[src/rtl/risc_host_ctrl_if.sv]
// Host/core/memory bundle for the run controller.
// slave: controller side; master: host/core side.
interface risc_host_ctrl_if #(
  parameter int DATA_W    = 16,
  parameter int ADDR_W    = 8,
  parameter int OUT_DEPTH = 8,
  parameter int CYC_W     = 32
) ();
  localparam int CW = $clog2(OUT_DEPTH) + 1;

  logic              ext_inst_we;
  logic              ext_data_we;
  logic [ADDR_W-1:0] ext_addr;
  logic [DATA_W-1:0] ext_data;
  logic              host_cmd_valid;
  logic [1:0]        host_cmd;
  logic              host_cmd_ready;
  logic              imem_we;
  logic              dmem_we;
  logic [ADDR_W-1:0] mem_addr;
  logic [DATA_W-1:0] mem_wdata;
  logic              core_en;
  logic              core_rst_n;
  logic              core_out_valid;
  logic [DATA_W-1:0] core_out_data;
  logic              core_halt;
  logic              out_rd;
  logic [DATA_W-1:0] out_data;
  logic              out_empty;
  logic              out_full;
  logic [CW-1:0]     out_count;
  logic              out_overflow;
  logic [2:0]        state;
  logic              done;
  logic [CYC_W-1:0]  cycle_count;

  modport slave (
    input  ext_inst_we, ext_data_we,
    input  ext_addr, ext_data,
    input  host_cmd_valid, host_cmd,
    output host_cmd_ready,
    output imem_we, dmem_we,
    output mem_addr, mem_wdata,
    output core_en, core_rst_n,
    input  core_out_valid, core_out_data,
    input  core_halt, out_rd,
    output out_data, out_empty, out_full,
    output out_count, out_overflow,
    output state, done, cycle_count
  );

  modport master (
    output ext_inst_we, ext_data_we,
    output ext_addr, ext_data,
    output host_cmd_valid, host_cmd,
    input  host_cmd_ready,
    input  imem_we, dmem_we,
    input  mem_addr, mem_wdata,
    input  core_en, core_rst_n,
    output core_out_valid, core_out_data,
    output core_halt, out_rd,
    input  out_data, out_empty, out_full,
    input  out_count, out_overflow,
    input  state, done, cycle_count
  );
endinterface

[src/rtl/risc_host_ctrl.sv]
// Host run controller: memory load port, run/step/stop/clear,
// OutR FWFT capture FIFO, cycle counter, halt report.
// Ports: clk, rst (async active-low), bus (slave modport).
module risc_host_ctrl #(
  parameter int DATA_W    = 16,
  parameter int ADDR_W    = 8,
  parameter int OUT_DEPTH = 8,
  parameter int CYC_W     = 32
) (
  input  logic clk,
  input  logic rst,
  risc_host_ctrl_if.slave bus
);
  localparam int AW = $clog2(OUT_DEPTH);
  localparam logic [AW:0] FULL_C = (AW+1)'(OUT_DEPTH);

  typedef enum logic [2:0] {
    S_IDLE  = 3'd0,
    S_LOAD  = 3'd1,
    S_RUN   = 3'd2,
    S_PAUSE = 3'd3,
    S_HALT  = 3'd4
  } state_e;

  localparam logic [1:0] C_RUN  = 2'b00;
  localparam logic [1:0] C_STEP = 2'b01;
  localparam logic [1:0] C_STOP = 2'b10;
  localparam logic [1:0] C_CLR  = 2'b11;

  state_e r_state, w_nstate;
  logic r_step, w_nstep;
  logic r_en, w_nen;
  logic r_rstn, w_nrstn;
  logic w_cnt_clr, w_fifo_clr;

  logic w_acc, w_run, w_stp, w_stop, w_clr;
  logic w_we, w_wr, w_halt;

  assign w_acc  = bus.host_cmd_valid
                & (r_state != S_LOAD);
  assign w_run  = w_acc & (bus.host_cmd == C_RUN);
  assign w_stp  = w_acc & (bus.host_cmd == C_STEP);
  assign w_stop = w_acc & (bus.host_cmd == C_STOP);
  assign w_clr  = w_acc & (bus.host_cmd == C_CLR);
  assign w_we   = bus.ext_inst_we | bus.ext_data_we;
  assign w_halt = r_en & bus.core_halt;
  assign w_wr   = w_we & ((r_state == S_IDLE)
                | (r_state == S_LOAD)
                | (r_state == S_HALT));

  always_comb begin
    w_nstate   = r_state;
    w_nstep    = 1'b0;
    w_cnt_clr  = 1'b0;
    w_fifo_clr = 1'b0;
    if (w_clr) begin
      w_nstate   = S_IDLE;
      w_cnt_clr  = 1'b1;
      w_fifo_clr = 1'b1;
    end else begin
      unique case (r_state)
        S_IDLE: begin
          if (w_we) w_nstate = S_LOAD;
          else if (w_run) begin
            w_nstate  = S_RUN;
            w_cnt_clr = 1'b1;
          end else if (w_stp) begin
            w_nstate = S_RUN;
            w_nstep  = 1'b1;
          end
        end
        S_LOAD: if (!w_we) w_nstate = S_IDLE;
        S_RUN: begin
          // halt outranks stop and step completion
          if (w_halt) w_nstate = S_HALT;
          else if (w_stop) w_nstate = S_PAUSE;
          else if (r_step && w_stp) w_nstep = 1'b1;
          else if (r_step && !w_run)
            w_nstate = S_PAUSE;
        end
        S_PAUSE: begin
          if (w_run) w_nstate = S_RUN;
          else if (w_stp) begin
            w_nstate = S_RUN;
            w_nstep  = 1'b1;
          end
        end
        S_HALT: begin
          if (w_we) w_nstate = S_LOAD;
          else if (w_run) begin
            w_nstate  = S_RUN;
            w_cnt_clr = 1'b1;
          end
        end
        default: w_nstate = S_IDLE;
      endcase
    end
  end

  // restart from HALT spends its entry cycle in core reset
  logic w_restart;
  assign w_restart = (r_state == S_HALT)
                   & (w_nstate == S_RUN);
  assign w_nen   = (w_nstate == S_RUN) & ~w_restart;
  assign w_nrstn = ((w_nstate == S_RUN)
                 | (w_nstate == S_PAUSE)
                 | (w_nstate == S_HALT)) & ~w_restart;

  always_ff @(posedge clk or negedge rst) begin
    if (!rst) begin
      r_state <= S_IDLE;
      r_step  <= 1'b0;
      r_en    <= 1'b0;
      r_rstn  <= 1'b0;
    end else begin
      r_state <= w_nstate;
      r_step  <= w_nstep;
      r_en    <= w_nen;
      r_rstn  <= w_nrstn;
    end
  end

  logic              r_imem_we, r_dmem_we;
  logic [ADDR_W-1:0] r_addr;
  logic [DATA_W-1:0] r_wdata;

  always_ff @(posedge clk or negedge rst) begin
    if (!rst) begin
      r_imem_we <= 1'b0;
      r_dmem_we <= 1'b0;
      r_addr    <= '0;
      r_wdata   <= '0;
    end else begin
      r_imem_we <= w_wr & bus.ext_inst_we;
      r_dmem_we <= w_wr & bus.ext_data_we
                 & ~bus.ext_inst_we;
      if (w_wr) begin
        r_addr  <= bus.ext_addr;
        r_wdata <= bus.ext_data;
      end
    end
  end

  logic [CYC_W-1:0] r_cnt;

  always_ff @(posedge clk or negedge rst) begin
    if (!rst) r_cnt <= '0;
    else if (w_cnt_clr) r_cnt <= '0;
    else if (r_en && (r_cnt != {CYC_W{1'b1}}))
      r_cnt <= r_cnt + 1'b1;
  end

  logic [DATA_W-1:0] r_mem [OUT_DEPTH];
  logic [AW:0]       r_wp, r_rp, w_cnt;
  logic              r_ovf;
  logic w_push, w_pop, w_push_ok, w_full, w_empty;

  assign w_cnt     = r_wp - r_rp;
  assign w_full    = (w_cnt == FULL_C);
  assign w_empty   = (r_wp == r_rp);
  assign w_push    = bus.core_out_valid & r_en;
  assign w_pop     = bus.out_rd & ~w_empty;
  assign w_push_ok = w_push & (~w_full | w_pop);

  always_ff @(posedge clk or negedge rst) begin
    if (!rst) begin
      r_wp  <= '0;
      r_rp  <= '0;
      r_ovf <= 1'b0;
      for (int i = 0; i < OUT_DEPTH; i++)
        r_mem[i] <= '0;
    end else if (w_fifo_clr) begin
      r_wp  <= '0;
      r_rp  <= '0;
      r_ovf <= 1'b0;
    end else begin
      if (w_push_ok) begin
        r_mem[r_wp[AW-1:0]] <= bus.core_out_data;
        r_wp <= r_wp + 1'b1;
      end
      if (w_pop) r_rp <= r_rp + 1'b1;
      if (w_push && !w_push_ok) r_ovf <= 1'b1;
    end
  end

  assign bus.host_cmd_ready = (r_state != S_LOAD);
  assign bus.imem_we      = r_imem_we;
  assign bus.dmem_we      = r_dmem_we;
  assign bus.mem_addr     = r_addr;
  assign bus.mem_wdata    = r_wdata;
  assign bus.core_en      = r_en;
  assign bus.core_rst_n   = r_rstn;
  assign bus.out_data     = r_mem[r_rp[AW-1:0]];
  assign bus.out_empty    = w_empty;
  assign bus.out_full     = w_full;
  assign bus.out_count    = w_cnt;
  assign bus.out_overflow = r_ovf;
  assign bus.state        = r_state;
  assign bus.done         = (r_state == S_HALT);
  assign bus.cycle_count  = r_cnt;
endmodule

[src/flat_wrapper.sv]
// flat-port wrapper written by rule: the top's interface ports become plain ports
module risc_host_ctrl_flat 
#(
  parameter int DATA_W    = 16,
  parameter int ADDR_W    = 8,
  parameter int OUT_DEPTH = 8,
  parameter int CYC_W     = 32
)
  (clk, rst, bus_ext_inst_we, bus_ext_data_we, bus_ext_addr, bus_ext_data, bus_host_cmd_valid, bus_host_cmd, bus_host_cmd_ready, bus_imem_we, bus_dmem_we, bus_mem_addr, bus_mem_wdata, bus_core_en, bus_core_rst_n, bus_core_out_valid, bus_core_out_data, bus_core_halt, bus_out_rd, bus_out_data, bus_out_empty, bus_out_full, bus_out_count, bus_out_overflow, bus_state, bus_done, bus_cycle_count);
  risc_host_ctrl_if #(.DATA_W(DATA_W), .ADDR_W(ADDR_W), .OUT_DEPTH(OUT_DEPTH), .CYC_W(CYC_W)) bus_i ();
  input  logic clk;
  input  logic rst;
  input wire logic [$bits(bus_i.ext_inst_we)-1:0] bus_ext_inst_we;
  input wire logic [$bits(bus_i.ext_data_we)-1:0] bus_ext_data_we;
  input wire logic [$bits(bus_i.ext_addr)-1:0] bus_ext_addr;
  input wire logic [$bits(bus_i.ext_data)-1:0] bus_ext_data;
  input wire logic [$bits(bus_i.host_cmd_valid)-1:0] bus_host_cmd_valid;
  input wire logic [$bits(bus_i.host_cmd)-1:0] bus_host_cmd;
  output wire logic [$bits(bus_i.host_cmd_ready)-1:0] bus_host_cmd_ready;
  output wire logic [$bits(bus_i.imem_we)-1:0] bus_imem_we;
  output wire logic [$bits(bus_i.dmem_we)-1:0] bus_dmem_we;
  output wire logic [$bits(bus_i.mem_addr)-1:0] bus_mem_addr;
  output wire logic [$bits(bus_i.mem_wdata)-1:0] bus_mem_wdata;
  output wire logic [$bits(bus_i.core_en)-1:0] bus_core_en;
  output wire logic [$bits(bus_i.core_rst_n)-1:0] bus_core_rst_n;
  input wire logic [$bits(bus_i.core_out_valid)-1:0] bus_core_out_valid;
  input wire logic [$bits(bus_i.core_out_data)-1:0] bus_core_out_data;
  input wire logic [$bits(bus_i.core_halt)-1:0] bus_core_halt;
  input wire logic [$bits(bus_i.out_rd)-1:0] bus_out_rd;
  output wire logic [$bits(bus_i.out_data)-1:0] bus_out_data;
  output wire logic [$bits(bus_i.out_empty)-1:0] bus_out_empty;
  output wire logic [$bits(bus_i.out_full)-1:0] bus_out_full;
  output wire logic [$bits(bus_i.out_count)-1:0] bus_out_count;
  output wire logic [$bits(bus_i.out_overflow)-1:0] bus_out_overflow;
  output wire logic [$bits(bus_i.state)-1:0] bus_state;
  output wire logic [$bits(bus_i.done)-1:0] bus_done;
  output wire logic [$bits(bus_i.cycle_count)-1:0] bus_cycle_count;
  assign bus_i.ext_inst_we = bus_ext_inst_we;
  assign bus_i.ext_data_we = bus_ext_data_we;
  assign bus_i.ext_addr = bus_ext_addr;
  assign bus_i.ext_data = bus_ext_data;
  assign bus_i.host_cmd_valid = bus_host_cmd_valid;
  assign bus_i.host_cmd = bus_host_cmd;
  assign bus_host_cmd_ready = bus_i.host_cmd_ready;
  assign bus_imem_we = bus_i.imem_we;
  assign bus_dmem_we = bus_i.dmem_we;
  assign bus_mem_addr = bus_i.mem_addr;
  assign bus_mem_wdata = bus_i.mem_wdata;
  assign bus_core_en = bus_i.core_en;
  assign bus_core_rst_n = bus_i.core_rst_n;
  assign bus_i.core_out_valid = bus_core_out_valid;
  assign bus_i.core_out_data = bus_core_out_data;
  assign bus_i.core_halt = bus_core_halt;
  assign bus_i.out_rd = bus_out_rd;
  assign bus_out_data = bus_i.out_data;
  assign bus_out_empty = bus_i.out_empty;
  assign bus_out_full = bus_i.out_full;
  assign bus_out_count = bus_i.out_count;
  assign bus_out_overflow = bus_i.out_overflow;
  assign bus_state = bus_i.state;
  assign bus_done = bus_i.done;
  assign bus_cycle_count = bus_i.cycle_count;
  risc_host_ctrl #(.DATA_W(DATA_W), .ADDR_W(ADDR_W), .OUT_DEPTH(OUT_DEPTH), .CYC_W(CYC_W)) u_core (.clk(clk), .rst(rst), .bus(bus_i));
endmodule
[config.mk]
export PLATFORM = sky130hd
export DESIGN_NAME = risc_host_ctrl_flat
export DESIGN_NICKNAME = d
export VERILOG_FILES = /design/src/rtl/risc_host_ctrl_if.sv /design/src/rtl/risc_host_ctrl.sv /design/src/flat_wrapper.sv
export SDC_FILE = /design/constraint.sdc
export NUM_CORES = 1
export LEC_CHECK = 0
export CORE_MARGIN = 3
export CORE_UTILIZATION = 50
export CTS_BUF_LIST = sky130_fd_sc_hd__clkbuf_16
export CTS_CLUSTER_DIAMETER = 150
export CTS_CLUSTER_SIZE = 28
export DETAILED_ROUTE_END_ITERATION = 8
export GPL_ROUTABILITY_DRIVEN = 0
export PLACE_DENSITY = 0.73
export SLEW_MARGIN = 20
export SYNTH_ARGS = -nofsm -noshare
export SYNTH_HDL_FRONTEND = slang
export SYNTH_SLANG_ARGS = --single-unit
[constraint.sdc]
create_clock -name clk -period 3.5 [get_ports clk]
set_input_delay 0.525 -clock clk [delete_from_list [all_inputs] [get_ports clk]]
set_output_delay 0.525 -clock clk [all_outputs]
set_load 0.005 [all_outputs]
==> run summary, run 1 <==
Critical Path RT - 2.97 ns
Layout cells sized above 1 - 25.7%
Syn_area_per_cell - 12.8 um2
Antenna violations before repair - 0
Drt via density - 5.88
Min cycle time layout - 3.32 ns
Relative slew slack - 37.5%
Most common cell after layout, fill and taps aside - dfrtp_1
Critical Path Sink Type - output pin
Die area - 0.0209 mm2
Bufs on Longest Clock Path - 3
# clock sinks - 201
RSZ-0062 raised after global routing - false
Initial DRC Count - 375
CTS root buf - clkbuf_16
Period utilization - 94.8%
First-pass GRT wire length - 35.8 mm
Vias - 6542
Global routing's busiest layer - met2
Io pins - 138
Outcome - finished, final reports clean
GR Util met1 - 28.7%
Async SR Flop Fraction - 100%
Startpoint class of the critical path - flip-flop
Total GRT Usage - 21.3%
CTS Hold Buffers Added - 0
Aggregate global routing overflow - 0
P&R area growth vs syn - 20.1%
DPL Wire Length - 14.6 mm
Synth Cell Area - 0.00959 mm2
Critical path fanouts, max - 8
Area of the multi-input gates - 0.00429 mm2
Hold slack - 0.155 ns
Pleak - 5.28 nW
# Post-CTS Setup Buffers - 0
Total Wirelength - 21.8 mm
Mapped Nets - 808
FF+latch area - 0.00503 mm2
Worst Setup Path Type - reg -> out
Per-cell routed wire length - 19.6 um
Final instance area - 0.0115 mm2
Met2 usage - 35.9%
Final net count - 936
Slew @ Worst Pin - 0.930 ns
Placed cell areas - 0.0112 mm2
Initial core utilization - 51.1%
Most frequent cells in the layout - dfrtp_1 (199), mux2_2 (142), clkdlybuf4s50_1 (136)
Peak VDD IR - 0.355 mV
TritonCTS clock tree - done
Row cnt - 50
Max Fclk - 301 MHz
Endpoints failing hold - 0
Fill cells - 1485
Warnings from Yosys - 0
DR pass1 iterations - 4
Remaining antenna violation count - 0
Global-route track usage on met3 - 4.17%
Worst R2R Path Depth - 8
Clk pin slew, worst setup/hold paths - 0.11 ns
Min-delay worst type - in -> async
Synthesized instance count - 751
Setup TNS Final - 0 ns
Post-synth cell types - 58
Skew final - 0.0276 ns
Largest net degree at the start of global routing - 107
Crit path arrival time - 2.79 ns
H-tree levels - 1
Die width - 144 um
Cell Pwr Density - 447 mW/mm2
Die height - 144 um
Core ar. - 0.0188 mm2
Yosys reg bits - 201
Worst skew pair latency - 0.46 ns
Final setup fails - 0
Residual DRC count - 0
Inserted Clock Buffers - 11
# diodes - 0
Vias in the first global route - 6990
MaxCap Viol Count - 0
Synth Flop Type - dfrtp_1
Post-CTS resize count - 0
Buffers on Ports - 137
Final Max Slew Viols - 0
Sequential fraction of the synthesis area - 52.5%
EDFF count, synth - 0
[flip-flops by register name, indices dropped and copies added, names as in the netlist]
signal and flops:
u_core.r_step 1, u_core.bus.dmem_we 1, u_core.bus.core_en 1, u_core.bus.mem_wdata 16
u_core.r_rp 4, u_core.bus.out_overflow 1, u_core.r_wp 4, u_core.r_mem 128
u_core.bus.mem_addr 8, u_core.bus.imem_we 1, u_core.bus.core_rst_n 1, u_core.bus.state 3
u_core.bus.cycle_count 32
[metal layers]
| layer | vias up | part of all wire [%] |
|---|---|---|
| met4 | 0 | 1.9 |
| met3 | 28 | 4.9 |
| li1 | 2996 | - |
| met5 | - | 0 |
| met1 | 3355 | 43 |
| met2 | 163 | 50 |
[synth_stat cells, types with 2 or more instances]
library cell  instances  area, um2
xor2_1                4       35.0
nand3_1              26        130
and4_1                6       52.6
o211ai_1              3       22.5
nand2b_1              5       31.3
and3_1                7       43.8
and2_1                5       31.3
nor3_1                5       25.0
or4_1                 5       37.5
nand3b_1              3       22.5
mux2_2              142       1600
nor4_1                8       50.1
a21oi_1              27        135
xnor2_1              10       87.6
nor2_1               24       90.1
nand4_1              15       93.8
clkbuf_1             23       86.3
a41oi_1               2       17.5
a211o_1               2       17.5
mux4_2               32        721
nand2_1              76        285
dfrtp_1             201       5030
and3b_1               2       17.5
a211oi_1              2       15.0
mux2_4               10        150
buf_2                 7       35.0
buf_6                 2       22.5
ha_1                  6       75.1
mux2i_1               5       50.1
or3_1                14       87.6
nor3_2                3       30.0
o31ai_1               6       45.0
inv_1                16       60.1
o21ai_0              19       95.1
buf_12                2       40.0
buf_1                 4       15.0
[cell type report]
class                      count  share of cell area (%)
multi-input combinational    494                    37.3
clock inverter                 2                   0.293
clock buffer                  11                    2.39
inverter                      17                   0.554
tap                          234                    2.54
timing repair buffer         154                    13.3
sequential                   201                    43.7
[through the flow]
stage               utilization, %  total power, mW  instances  setup slack (ns)
floorplan                        -             3.25        751            0.0659
global placement              59.7             3.84       1100             0.452
detailed placement            59.7             3.87       1100             0.350
CTS                           61.4             5.21       1113            0.0846
global route                  61.4             5.42       1113            0.0463
finish                        61.4             5.14       1113             0.181
[critical path, stage by stage (launching register included)]
cell and delay (ns):
dfrtp_2 0.46, inv_1 0.11, ha_1 0.22, fa_1 0.38, xor2_1 0.20, and3_1 0.23
and3_2 0.19, clkdlybuf4s50_1 0.53
[worst paths after layout]
kind / startpoint / end / slack, ns
max: u_core.r_wp[0] / bus_out_full / 0.18
min: rst / u_core.r_mem[85] / 0.15
max reg2reg: u_core.r_wp[0] / u_core.r_mem[71] / 0.41
min reg2reg: u_core.r_mem[93] / u_core.r_mem[93] / 0.51
max in group asynchronous: rst / u_core.bus.cycle_count[20] / 2.52
min in group clk: u_core.r_mem[93] / u_core.r_mem[93] / 0.51
[power breakdown]
group	internal (mW)	total (mW)	switching (mW)
Clock	0.588	1.33	0.744
Combinational	0.611	1.27	0.661
Sequential	2.43	2.54	0.115
[logic make-up after synthesis]
family,synth area share (%)
AO/OA/AOI/OAI,4.48
XOR/XNOR,1.28
adder cells (fa/ha/maj),0.992
buffers and inverters,2.82
flip-flops,52.5
multiplexers,26.3
AND/OR/NAND/NOR,11.7
No activity file was read; power rests on OpenSTA's default activity.
==> run 2, diff against run 1 <==
--- a/config.mk
+++ b/config.mk
@@ -5,6 +5,7 @@
 export SDC_FILE = /design/constraint.sdc
 export NUM_CORES = 1
 export LEC_CHECK = 0
+export ABC_CLOCK_PERIOD_IN_PS = 3500
 export CORE_MARGIN = 3
 export CORE_UTILIZATION = 50
 export CTS_BUF_LIST = sky130_fd_sc_hd__clkbuf_16
==> results of run 2 <==
The final DEF is identical to that of run 1; final timing and power are the same.
==> run 3, diff against run 2 <==
--- a/config.mk
+++ b/config.mk
@@ -18,3 +18,4 @@
 export SYNTH_ARGS = -nofsm -noshare
 export SYNTH_HDL_FRONTEND = slang
 export SYNTH_SLANG_ARGS = --single-unit
+export TNS_END_PERCENT = 10
==> results of run 3 <==
The final DEF is identical to that of run 1; final timing and power are the same.
